**src/rtl/cfg_loader_pkg.sv**
```systemverilog
// ---------------------------------------------------------------------------
// cfg_loader_pkg
//   Shared types and constants for the serial configuration chain loader.
//   - cfg_loader_state_t : loader FSM states
//   - CFG_BITS_PER_CELL  : cfg_bits contributed by one fabric cell
//   - CRC_POLY           : CRC-8 polynomial for the optional bitstream check
//   - crc8_step          : one bit-serial CRC-8 update (MSB-out, no reflection)
// ---------------------------------------------------------------------------
package cfg_loader_pkg;

    typedef enum logic [2:0] {
        IDLE,
        FETCH,
        SETUP,
        HIGH,
        HOLD,
        DONE
    } cfg_loader_state_t;

    localparam int         CFG_BITS_PER_CELL = 5;
    localparam logic [7:0] CRC_POLY          = 8'h07;

    function automatic logic [7:0] crc8_step(input logic [7:0] crc, input logic bit_in);
        crc8_step = {crc[6:0], 1'b0} ^ (((crc[7] ^ bit_in) != 1'b0) ? CRC_POLY : 8'h00);
    endfunction

endpackage

```
**src/rtl/cfg_chain_loader_timer.sv**
```systemverilog
// ---------------------------------------------------------------------------
// cfg_phase_timer
//   Loadable down-counter that times the SETUP / HIGH / HOLD phases of one
//   cfg_clk period. Loading N makes 'expired' assert in the (N+1)-th cycle of
//   the phase, so a phase of C cycles is loaded with C-1.
// Ports
//   clk_i     in   system clock
//   rst_i     in   asynchronous active-high reset
//   load      in   load load_val this cycle (takes priority over counting)
//   load_val  in   CNT_W  value loaded
//   expired   out  counter is zero
// ---------------------------------------------------------------------------
module cfg_phase_timer #(
    parameter int CNT_W = 1
) (
    input  logic             clk_i,
    input  logic             rst_i,
    input  logic             load,
    input  logic [CNT_W-1:0] load_val,
    output logic             expired
);

    logic [CNT_W-1:0] cnt_q;

    always_ff @(posedge clk_i or posedge rst_i) begin
        if (rst_i) begin
            cnt_q <= '0;
        end else if (load) begin
            cnt_q <= load_val;
        end else if (cnt_q != '0) begin
            cnt_q <= cnt_q - 1'b1;
        end
    end

    assign expired = (cnt_q == '0);

endmodule

```
**src/rtl/cfg_chain_loader.sv**
```systemverilog
// ---------------------------------------------------------------------------
// cfg_chain_loader
//   Drives the head of the serial configuration chain. Bitstream words arrive
//   over a valid/ready stream; each word is shifted out LSB-first on
//   cfg_value_o with a registered cfg_clk_o so each cfg_bit captures on the
//   cfg_clk_o rising edge. cfg_value_o only changes while cfg_clk_o is low and
//   never in the same cycle as cfg_clk_o.
// Ports
//   clk_i          in   system clock
//   rst_i          in   asynchronous active-high reset (aborts a load)
//   start_i        in   begin a full chain load (honoured in IDLE/DONE only)
//   data_i         in   WORD_W bitstream word
//   data_valid_i   in   data_i valid
//   data_ready_o   out  word accepted this cycle (high in FETCH)
//   cfg_clk_o      out  chain shift clock
//   cfg_value_o    out  chain serial data
//   busy_o         out  load in progress
//   crc_o          out  8-bit CRC of shifted bits (only with CFG_LOADER_CRC_EN)
//   done_o         out  last load completed (level)
// Build option
//   CFG_LOADER_CRC_EN : adds crc_o, a CRC-8 over every bit at its cfg_clk rise.
// ---------------------------------------------------------------------------
module cfg_chain_loader
    import cfg_loader_pkg::*;
#(
    parameter int WORD_W    = 8,
    parameter int CHAIN_LEN = CFG_BITS_PER_CELL,
    parameter int SETUP_CYC = 1,
    parameter int HIGH_CYC  = 1,
    parameter int HOLD_CYC  = 1
) (
    input  logic              clk_i,
    input  logic              rst_i,
    input  logic              start_i,
    input  logic [WORD_W-1:0] data_i,
    input  logic              data_valid_i,
    output logic              data_ready_o,
    output logic              cfg_clk_o,
    output logic              cfg_value_o,
    output logic              busy_o,
`ifdef CFG_LOADER_CRC_EN
    output logic [7:0]        crc_o,
`endif
    output logic              done_o
);

    localparam int MAX_CYC = (SETUP_CYC > HIGH_CYC)
                           ? ((SETUP_CYC > HOLD_CYC) ? SETUP_CYC : HOLD_CYC)
                           : ((HIGH_CYC > HOLD_CYC) ? HIGH_CYC : HOLD_CYC);
    localparam int TMR_W = $clog2(MAX_CYC + 1);
    localparam int BS_W  = $clog2(CHAIN_LEN + 1);
    localparam int BL_W  = $clog2(WORD_W + 1);

    localparam logic [TMR_W-1:0] SETUP_LD = TMR_W'(SETUP_CYC - 1);
    localparam logic [TMR_W-1:0] HIGH_LD  = TMR_W'(HIGH_CYC - 1);
    localparam logic [TMR_W-1:0] HOLD_LD  = TMR_W'(HOLD_CYC - 1);
    localparam logic [BS_W-1:0]  ALL_BITS = BS_W'(CHAIN_LEN);

    cfg_loader_state_t state_q, state_d;

    logic [BS_W-1:0]   bits_sent_q;
    logic [BL_W-1:0]   bits_left_q;
    logic [WORD_W-1:0] sreg_q;
    logic [WORD_W-1:0] sreg_shift;
    logic              cfg_clk_q;
    logic              cfg_value_q;

    logic              tmr_load;
    logic [TMR_W-1:0]  tmr_val;
    logic              tmr_expired;

    logic              start_ok;
    logic              accept;
    logic              rise;
    logic              fall;
    logic              hold_end;

    logic [31:0]       remaining;
    logic [BL_W-1:0]   word_bits;

    cfg_phase_timer #(
        .CNT_W(TMR_W)
    ) u_timer (
        .clk_i    (clk_i),
        .rst_i    (rst_i),
        .load     (tmr_load),
        .load_val (tmr_val),
        .expired  (tmr_expired)
    );

    // The final word may carry fewer useful bits than WORD_W; its spare high
    // bits are never shifted.
    always_comb begin
        remaining = 32'(CHAIN_LEN) - 32'(bits_sent_q);
        word_bits = (remaining > 32'(WORD_W)) ? BL_W'(WORD_W) : BL_W'(remaining);
    end

    assign sreg_shift = sreg_q >> 1;

    always_ff @(posedge clk_i or posedge rst_i) begin
        if (rst_i) begin
            state_q <= IDLE;
        end else begin
            state_q <= state_d;
        end
    end

    always_comb begin
        state_d  = state_q;
        tmr_load = 1'b0;
        tmr_val  = SETUP_LD;
        start_ok = 1'b0;
        accept   = 1'b0;
        rise     = 1'b0;
        fall     = 1'b0;
        hold_end = 1'b0;
        case (state_q)
            IDLE, DONE: begin
                if (start_i) begin
                    start_ok = 1'b1;
                    state_d  = FETCH;
                end
            end
            FETCH: begin
                if (data_valid_i) begin
                    accept   = 1'b1;
                    state_d  = SETUP;
                    tmr_load = 1'b1;
                    tmr_val  = SETUP_LD;
                end
            end
            SETUP: begin
                if (tmr_expired) begin
                    rise     = 1'b1;
                    state_d  = HIGH;
                    tmr_load = 1'b1;
                    tmr_val  = HIGH_LD;
                end
            end
            HIGH: begin
                if (tmr_expired) begin
                    fall     = 1'b1;
                    state_d  = HOLD;
                    tmr_load = 1'b1;
                    tmr_val  = HOLD_LD;
                end
            end
            HOLD: begin
                if (tmr_expired) begin
                    hold_end = 1'b1;
                    // bits_sent_q already counts the bit that just fell.
                    if (bits_sent_q == ALL_BITS) begin
                        state_d = DONE;
                    end else if (bits_left_q == '0) begin
                        state_d = FETCH;
                    end else begin
                        state_d  = SETUP;
                        tmr_load = 1'b1;
                        tmr_val  = SETUP_LD;
                    end
                end
            end
            default: state_d = IDLE;
        endcase
    end

    always_ff @(posedge clk_i or posedge rst_i) begin
        if (rst_i) begin
            bits_sent_q <= '0;
            bits_left_q <= '0;
            sreg_q      <= '0;
            cfg_clk_q   <= 1'b0;
            cfg_value_q <= 1'b0;
        end else begin
            if (start_ok) begin
                bits_sent_q <= '0;
            end
            if (accept) begin
                sreg_q      <= data_i;
                bits_left_q <= word_bits;
                cfg_value_q <= data_i[0];
            end
            if (rise) begin
                cfg_clk_q <= 1'b1;
            end
            if (fall) begin
                cfg_clk_q   <= 1'b0;
                bits_sent_q <= bits_sent_q + 1'b1;
                bits_left_q <= bits_left_q - 1'b1;
            end
            if (hold_end) begin
                if (bits_sent_q == ALL_BITS) begin
                    cfg_value_q <= 1'b0;
                end else if (bits_left_q != '0) begin
                    sreg_q      <= sreg_shift;
                    cfg_value_q <= sreg_shift[0];
                end
            end
        end
    end

`ifdef CFG_LOADER_CRC_EN
    logic [7:0] crc_q;

    always_ff @(posedge clk_i or posedge rst_i) begin
        if (rst_i) begin
            crc_q <= 8'h00;
        end else if (start_ok) begin
            crc_q <= 8'h00;
        end else if (rise) begin
            crc_q <= crc8_step(crc_q, cfg_value_q);
        end
    end

    assign crc_o = crc_q;
`endif

    assign cfg_clk_o    = cfg_clk_q;
    assign cfg_value_o  = cfg_value_q;
    assign data_ready_o = (state_q == FETCH);
    assign busy_o       = (state_q == FETCH) || (state_q == SETUP) ||
                          (state_q == HIGH)  || (state_q == HOLD);
    assign done_o       = (state_q == DONE);

endmodule

```
**config.mk**
```make
export PLATFORM = sky130hd
export DESIGN_NAME = cfg_chain_loader
export DESIGN_NICKNAME = d
export VERILOG_FILES = /design/src/rtl/cfg_loader_pkg.sv /design/src/rtl/cfg_chain_loader_timer.sv /design/src/rtl/cfg_chain_loader.sv
export SDC_FILE = /design/constraint.sdc
export NUM_CORES = 1
export LEC_CHECK = 0
export ABC_AREA = 1
export BUFFER_PORTS_ARGS = -buffer_cell sky130_fd_sc_hd__buf_2
export CAP_MARGIN = 10
export CORE_ASPECT_RATIO = 1.1
export CORE_MARGIN = 2
export CORE_UTILIZATION = 53
export CTS_BUF_LIST = sky130_fd_sc_hd__clkbuf_4 sky130_fd_sc_hd__clkbuf_8
export DETAILED_ROUTE_END_ITERATION = 7
export PLACE_DENSITY = 0.77
export SLEW_MARGIN = 25
export SYNTH_ARGS = -nofsm -noshare
export SYNTH_HDL_FRONTEND = slang
export SYNTH_SLANG_ARGS = --single-unit
```
**constraint.sdc**
```tcl
create_clock -name clk_i -period 1.35 [get_ports clk_i]
set_input_delay 0 -clock clk_i [delete_from_list [all_inputs] [get_ports clk_i]]
set_output_delay 0 -clock clk_i [all_outputs]
set_load 0.1 [all_outputs]
```
Word level (Yosys, flattened, before mapping)
Index checks and enable logic that the tools add are counted.

$add $sub $neg: 4. Muxes and demuxes: 37. Order comparisons: 1. Eq/ne operators: 11. Reductions and logical operators: 12.

Operator list (number): 32-bit by 4-bit > comparator with 1-bit output (second input constant) (1); 8-bit 2-to-1 mux (4); 3-bit 2-to-1 mux (8); 1-bit 2-to-1 mux (19); 3-bit case mux with 5 select lines (1); 4-bit 2-to-1 mux (3); 2-bit inequality test (second input constant) (5); 3-bit == test (second input constant) (3); 3-bit by 2-bit == test with 1-bit output (second input constant) (2); 2-bit nonzero test (3); 5-bit AND reduction (1); 4-bit logical NOT (1); 4-bit nonzero test (1); 2-bit OR reduction (2); 3-bit by 3-bit subtractor with 4-bit output (first input constant) (1); 4-bit by 1-bit subtractor with 4-bit output (second input constant) (1); 3-bit by 1-bit adder with 3-bit output (second input constant) (1); 3-bit by 1-bit == test with 1-bit output (second input constant) (1); 3-bit logical NOT (1); 1-bit logical OR (3); 1-bit case mux with 3 select lines (1); 2-bit 2-to-1 mux (1); 1-bit subtractor (second input constant) (1).

Input port bits: 12. Register bits: 21. Output and inout bits: 5. Word-level logic and storage cells: 72.

Depth between registers and ports, before layout
Gate-level depths: netlist (run 1).

Depth after elaboration: 6. Gate-level depth with buffers: 8. Depth with buffers taken out: 8.

Hierarchy
From an unflattened synthesis (run 1), not the netlist that was laid out.

Cell total of the unflattened synthesis: 181. Area total of the unflattened synthesis: 1246.2 sq um.

Modules (own cells, without submodules): cfg_chain_loader (area an instance 1206.2 sq um, seq. area each 475.5 sq um, cells each 176, instances 1); cfg_phase_timer (area an instance 40.0 sq um, seq. area each 25.0 sq um, cells each 5, instances 1).

Least setup slack after synthesis (run 1)
Ideal clock, no wire load.

Kind: flip-flop to output port. From: register state_q[0]. To: output port busy_o. Required time: 1.350 ns. Buffers on the path: 2. Arrival time: 1.632 ns. Cell stages (with the launch flop): 5. Path slack: -0.282 ns. Cell sequence: dfrtp_1 buf_6 nand3_1 buf_6 nand4_1.

Word-level cells in the longest chain between the ends: 4. Elaborated cells on any way between the ends: 7. Classes of those cells: eq/ne: 4; reduce/logical: 3.

RTL lines: from (decl) (line cfg_chain_loader.sv:59) `cfg_loader_state_t state_q, state_d;`; from (signal assigned) (line cfg_chain_loader.sv:104) `state_q <= state_d;`; 3-bit by 1-bit == test with 1-bit output or 3-bit by 2-bit == test with 1-bit output (tied branches) (line cfg_chain_loader.sv:221) `assign busy_o = (state_q == FETCH) || (state_q == SETUP) ||`; 1-bit logical OR (2 in a row) (line cfg_chain_loader.sv:221); 1-bit logical OR (*) (line cfg_chain_loader.sv:222) `(state_q == HIGH) || (state_q == HOLD);`; to (decl) (line cfg_chain_loader.sv:40) `output logic busy_o,`.

Every way passes the cells marked *; elsewhere a longest branch is shown, timed or not.

Worst setup path in the final report (run 1)
From: register state_q[1]. To: output port busy_o.

Same word-level chain as after synthesis.

==> flow_summary.toml, run 1 <==
[final_layout]
nFillCells = 137
multi_input_area_um2 = 613
utilization_pct = 79.1
fin_cells = 237
insertedDiodeCount = 0
syn2layout_area_growth_pct = 38.5
final_cell_mix = "nand2_1, inv_1, buf_4, dfrtp_1"
nets = 224
final_common_cell = "nand2_1"
drive_gt1_share_pct = 36.4
seq_area_um2 = 478

[pwr]
p_switching_uw = 2220
seqPwrFrac_pct = 24.6
p_per_area_nw_per_um2 = 2620
p_int_uw = 2060
comb_power_share_pct = 68.1
ir_drop_uv = 1720
pwr-share-clk_pct = 7.3
p_leak_uw = 0.000897
switching_share_pct = 51.8

[critical_path]
worstReg2RegEnd = "sreg_q[6]$_DFF_PP0_"
worstPathRequired_ps = 1350
critical_path.startpoint = "state_q[1]$_DFFE_PP0P_"
reg2reg_slack_ps = -60
timing.critical_path.fanout_max = 4
start_kind = "flop"
end_kind = "output port"
r2r_cells = 9
r2r_start = "state_q[1]$_DFFE_PP0P_"
worstSetupPathType = "flop to output port"
worstPathArrival_ps = 1420

[route]
dr.max_layer_used = "met4"
drt_wl_total_mm = 2.98
wl_per_cell_um = 12.6
via_per_inst = 5.10
drt_iter0_drc = 52
wl_met3_um = 88
drc = 0
drt_pre_antenna_iters = 4
wl_met2_mm = 1.61
ant_nets = 0
vias = 1209
met1_length_mm = 1.24

[floorplanning]
fp.dieArea_um2 = 2620
dieHeight_um = 53.5
ios = 17
core_area_um2 = 2060
fp-row-count = 17
die_x_um = 49.0
start_util_pct = 57.1

[placed_design]
place_congestion = 0.893
dp_hpwl_mm = 1.93
dp.cells = 214
io_buffer_count = 16
dp_slack_ps = -6.74

[clocking]
cts_made_buffers = 3
cts_root_buf = "clkbuf_4"
clk_pin_slew_ps = 110
htreeDepth = 1
cts.sinks = 19
clockBufferDepth = 2
worstSkewPairLatency_ps = 300
cts_tree = "built"

[timing]
tightestPinTransition_ps = 488
fin_crit_ps = 1420
rsz0062_at_grt = "yes"
max_freq_mhz = 702
hold_viol = 0
finalClockSkew_ps = 10.1
setup_ws_ps = -73.8
fin_crit_sh_pct = 105
report.final.setup_viol = 10
finalMaxSlewViolations = 0
maxSlewHeadroom_pct = 67.7

[global_route]
track_usage_pct = 26.5
antenna_found_initial = 0
grt_overflow = 0
grt_pass1_wl_mm = 5.29
grt_pass1_vias = 1264
grt_start_max_net_pins = 20

[synth]
netlist_area_um2 = 1180
yosysWarnings = 0
syn_area_per_cell_um2 = 7.10
yosysSeqAreaShare_pct = 40.3
synth-seq-cells = 19
syn_nets = 180
synth_area_leader_cell = "dfrtp_1"
synth.top_cell.area_share_pct = 40.3
yosys-top-cells-area = "dfrtp_1, nand2_1, inv_1"
yosys.cell_types.count = 21
synthCells = 166

[job]
drv_cap = 0

[min_path]
hold_end = "bits_sent_q[2]$_DFFE_PP0P_"
hold_class = "input pin to flop"
hp-start = "start_i"
holdPathStages = 4

[status]
status = "finished, violations left"
violations = "setup timing"
[how the worst max path moves through the flow]
stage	endpoint	slack, ps
floorplan	busy_o	-240
global placement	bits_left_q[3]$_DFFE_PP0P_	50
detailed placement	bits_left_q[3]$_DFFE_PP0P_	-7
CTS	busy_o	-10
global route	busy_o	-130
finish	busy_o	-70
[cells by family (layout without fill, tap and decap cells)]
kind of cell | Yosys count | count (layout) | synth area share (%)
and+or+nand+nor | 94 | 94 | 37.2
AOI/OAI and AO/OA | 13 | 13 | 5.73
buffers and inverters | 37 | 80 | 13.9
DFF | 19 | 19 | 40.3
xor gates and xnor gates | 1 | 1 | 0.743
adders and majority gates | 2 | 2 | 2.12
[synthesized netlist by cell type]
library cell  instances
nand2_1              56
inv_1                30
dfrtp_1              19
nand3_1              18
nor2_1                9
o21ai_1               5
a21oi_1               4
inv_2                 3
nand4_1               3
o21ai_0               3
buf_6                 2
clkinv_4              2
ha_1                  2
nand2_2               2
nor2_2                2
nand3_2               1
nand3_4               1
nand4_4               1
nor2_4                1
o211ai_1              1
xnor2_1               1
[what timing repair did]
item                                   4_1_cts  5_1_grt
cloned                                       0        0
gates resized for setup                     13       17
pin swaps                                    5        6
endpoints found under the hold margin       23        0
buffers inserted                            14        1
setup endpoints to repair                   12       17
hold buffers                                 5        0
[critical path, cell delays in order, from the launching register on]
cell	delay (ps)
dfrtp_2	480
buf_6	140
nor2_4	100
nand2_2	70
nand4_1	130
buf_12	190
[state kept, by name (all words and copies together) (netlist names)]
| register | flops |
|---|---|
| bits_left_q | 4 |
| bits_sent_q | 3 |
| cfg_clk_o | 1 |
| cfg_value_o | 1 |
| sreg_q | 7 |
| state_q | 3 |
[area by class of cell]
cell class | instances | area share [%]
inverter | 35 | 8.81
clock buffer | 4 | 1.84
multi-input combinational | 110 | 37.5
sequential | 19 | 29.3
tap | 28 | 2.15
timing repair buffer | 41 | 20.4
[stage by stage]
stage                     cell area (um2)  hold slack [ps]  power, uW  TNS (ps)
final                                1630             1.84       4280      -413
after global routing                 1630             27.1       4610     -1590
after CTS                            1590             4.74       4100     -28.2
after detailed placement             1370             35.5       3430     -13.1
after global placement               1370             29.0       3350         0
after floorplan                      1180            -48.9       2710      -244
[power by group through the flow]
stage,Clock [uW],Combinational (uW),Sequential [uW]
finish,313,2920,1050
global route,343,3190,1070
CTS,319,2760,1030
detailed placement,0,2370,1060
global placement,0,2310,1040
floorplan,0,1530,1190
[metal layers]
layer | vias to the layer above | global-route usage [%]
met4 | 0 | 10.0
met1 | 584 | 29.9
li1 | 597 | -
met2 | 21 | 52.1
met3 | 7 | 2.54
met5 | - | 0
(Power assumes the default switching activity.)
==> run 2: changes to the inputs <==
- PLACE_DENSITY: 0.77 -> 0.76
- SYNTH_HIERARCHICAL: default -> 1
==> run 2 against run 1 <==
  * The run ends with hold timing, setup timing left
  * Register-to-register slack improved by 50 ps
  * Flip-flop and latch count rose by 1
  * Area after synthesis rose by 5.7%
  * Setup slack improved by 24 ps
  * Clock power rose by 62%
  * Utilization rose by 2.9 points
  * Synthesized cell count rose by 9.0%
  * Wire length rose by 31%
  * Cell area rose by 12%
  * Largest cell class unchanged
  * Highest routed layer unchanged
==> flow_summary.toml, run 2 <==
[status]
status = "finished, violations left"
violations = "hold timing, setup timing"

[timing]
hold_viol = 1
max_freq_mhz = 714
report.final.setup_viol = 5
rsz0062_at_grt = "yes"
finalClockSkew_ps = 14.2
setup_ws_ps = -50.0
whs_ps = -0.0347
fin_crit_ps = 1400
finalMaxSlewViolations = 0
fin_crit_sh_pct = 104

[floorplanning]
start_util_pct = 55.9
core_area_um2 = 2230
die_x_um = 50.2
dieHeight_um = 54.9
ios = 17
fp-row-count = 18
fp.dieArea_um2 = 2760

[global_route]
track_usage_pct = 24.4
grt_start_max_net_pins = 16
antenna_found_initial = 0
grt_pass1_wl_mm = 4.98
grt_overflow = 0
grt_pass1_vias = 1176

[synth]
synth_top_family_by_area = "simple AND/OR/NAND/NOR gates"
synthMuxAreaShare_pct = 0
synth_common_cells = "nand2_1, dfrtp_1, inv_1"
syn_area_per_cell_um2 = 6.89
yosysSeqAreaShare_pct = 40.2
synth_simple_gate_area_share_pct = 44.6
netlist_area_um2 = 1250
synth_area_leader_cell = "dfrtp_1"
synthAdderAreaFrac_pct = 2.01
syn_nets = 195
synthCells = 181
synth-seq-cells = 20
yosysWarnings = 6
synth_compound_area_share_pct = 4.62
synthXorXnorAreaFrac_pct = 0.703
yosys.cell_types.count = 23
yosys-top-cells-area = "dfrtp_1, nand2_1, nand3_1"
async_flop_share_pct = 100
synth.top_cell.area_share_pct = 40.2
synth-edff-count = 0
ys.flop_type = "dfrtp_1"
synth.most_common_cell = "nand2_1"

[final_layout]
syn2layout_area_growth_pct = 46.8
utilization_pct = 82.0
insertedDiodeCount = 0
drive_gt1_share_pct = 36.3
reg.largest.list = "sreg_q x7, bits_left_q x4"
stdcell_area_um2 = 1830
largest_reg_flops = 7
final_cell_mix = "nand2_1, dfrtp_1, inv_1, buf_2, buf_4"
nFillCells = 130
top_register = "sreg_q"
nets = 241
final_common_cell = "nand2_1"

[pwr]
pwr-share-clk_pct = 10.0
switching_share_pct = 53.1
p_int_uw = 2380
p_leak_uw = 0.000972
ir_drop_uv = 2830
p_switching_uw = 2690
finalPower_uw = 5070
p_per_area_nw_per_um2 = 2770
comb_power_share_pct = 66.4
seqPwrFrac_pct = 23.6

[job]
drv_cap = 0

[clocking]
cts.sinks = 20
cts_tree = "built"
clockBufferDepth = 2
clk_pin_slew_ps = 120
cts_made_buffers = 3
cts_root_buf = "clkbuf_4"
worstSkewPairLatency_ps = 320
htreeDepth = 1

[placed_design]
io_buffer_count = 16
place_congestion = 0.864
dp_slack_ps = -11.5
place_area_um2 = 1470
dp_hpwl_mm = 2.08

[critical_path]
worstSetupPathType = "flop to output port"
cpLargestDelayFamily = "flip-flops"
crit_chain = "inv_4 > nand3_4 > buf_6 > nand3_4 > buf_12"
crit_buf_inv = 3
timing.critical_path.fanout_max = 6
worstPathRequired_ps = 1350
start_kind = "flop"
worstPathArrival_ps = 1400
max_stage_delay_ps = 510
critPathSlowestCell = "dfrtp_2"
end_kind = "output port"
crit_top_cell = "nand3_4"

[route]
drc = 0
drt_wl_total_mm = 3.89
wl_per_cell_um = 15.2
drt_pre_antenna_iters = 5
vias = 1395
ant_nets = 0
drt_iter0_drc = 57
via_per_inst = 5.45

[min_path]
hold_class = "input pin to flop"
run 2: changes by cell type after synthesis, moves of 2 or more:
cell	before	now
clkinv_4	2	0
buf_6	2	0
nand2_4	0	3
nand2_1	56	83
o21ai_0	3	6
or2_2	0	2
inv_1	30	20
nand2_2	2	0
o21ai_1	5	0
nor2_1	9	7
a21oi_1	4	1
run 2: final cells by class:
cell class / count / area, um2 / area share (%)
clock buffers: 3 / 22.5 / 1.23
clock inverters: 1 / 30.0 / 1.64
inverters: 25 / 104 / 5.68
multi-input cells: 138 / 807 / 44.1
flip-flops and latches: 20 / 503 / 27.5
well taps: 30 / 37.5 / 2.05
repair buffers: 39 / 325 / 17.8
run 2: worst register-to-register path: cells and delay by family (launching register included):
| family | cells | cell delay, ps |
|---|---|---|
| compound gates | 2 | 150 |
| flops | 1 | 450 |
| simple gates | 2 | 230 |
| buf+inv | 3 | 440 |
run 2: kinds of logic after synthesis:
kind of cell    count (synthesis)
other cells                     1
flops                          20
xor+xnor                        1
fa+ha+maj                       2
buf+inv                        25
compound gates                 10
simple gates                  122
run 2: what timing repair did:
| item | 4_1_cts | 5_1_grt |
|---|---|---|
| buffers inserted | 6 | 4 |
| setup endpoints to repair | 8 | 21 |
| gates resized for setup | 6 | 34 |
| pin swaps | 3 | 8 |
| hold buffers | 8 | 0 |
| endpoints found under the hold margin | 28 | 0 |
| cloned | 1 | 1 |
run 2: path summary, 6_finish.rpt:
path,slack [ps],endpoint,cells after the start,start
worst min register to register,510,sreg_q[1]$_DFF_PP0_,2,sreg_q[2]$_DFF_PP0_
worst min-delay path,-0.03,sreg_q[1]$_DFF_PP0_,5,data_i[1]
max in group asynchronous,780,sreg_q[3]$_DFF_PP0_,4,rst_i
worst max-delay path,-50,busy_o,5,state_q[1]$_DFFE_PP0P_
worst max register to register,-10,bits_sent_q[0]$_DFFE_PP0P_,7,state_q[2]$_DFFE_PP0P_
min in group asynchronous,60,u_timer/cnt_q$_DFF_PP0_,3,rst_i
run 2: routing by layer:
layer	wire length, um	track usage [%]	part of all wire [%]
met4	127	11.6	3.3
met1	1500	27.2	38
met3	205	3.83	5.3
met2	2060	45.8	53
met5	0	0	0
run 2: power groups by stage:
stage,clock [uW],sequential [uW],combinational [uW]
3_5_place_dp,0,1150,2620
5_1_grt,519,1220,3630
3_3_place_gp,0,1130,2560
2_1_floorplan,0,1310,1710
6_report,508,1200,3370
4_1_cts,503,1120,2820
run 2: through the flow:
stage / setup TNS [ps] / std cells
3_5_place_dp: -18.7 / 233
3_3_place_gp: 0 / 233
4_1_cts: -29.5 / 251
2_1_floorplan: -3340 / 181
6_report: -107 / 256
5_1_grt: -1040 / 256
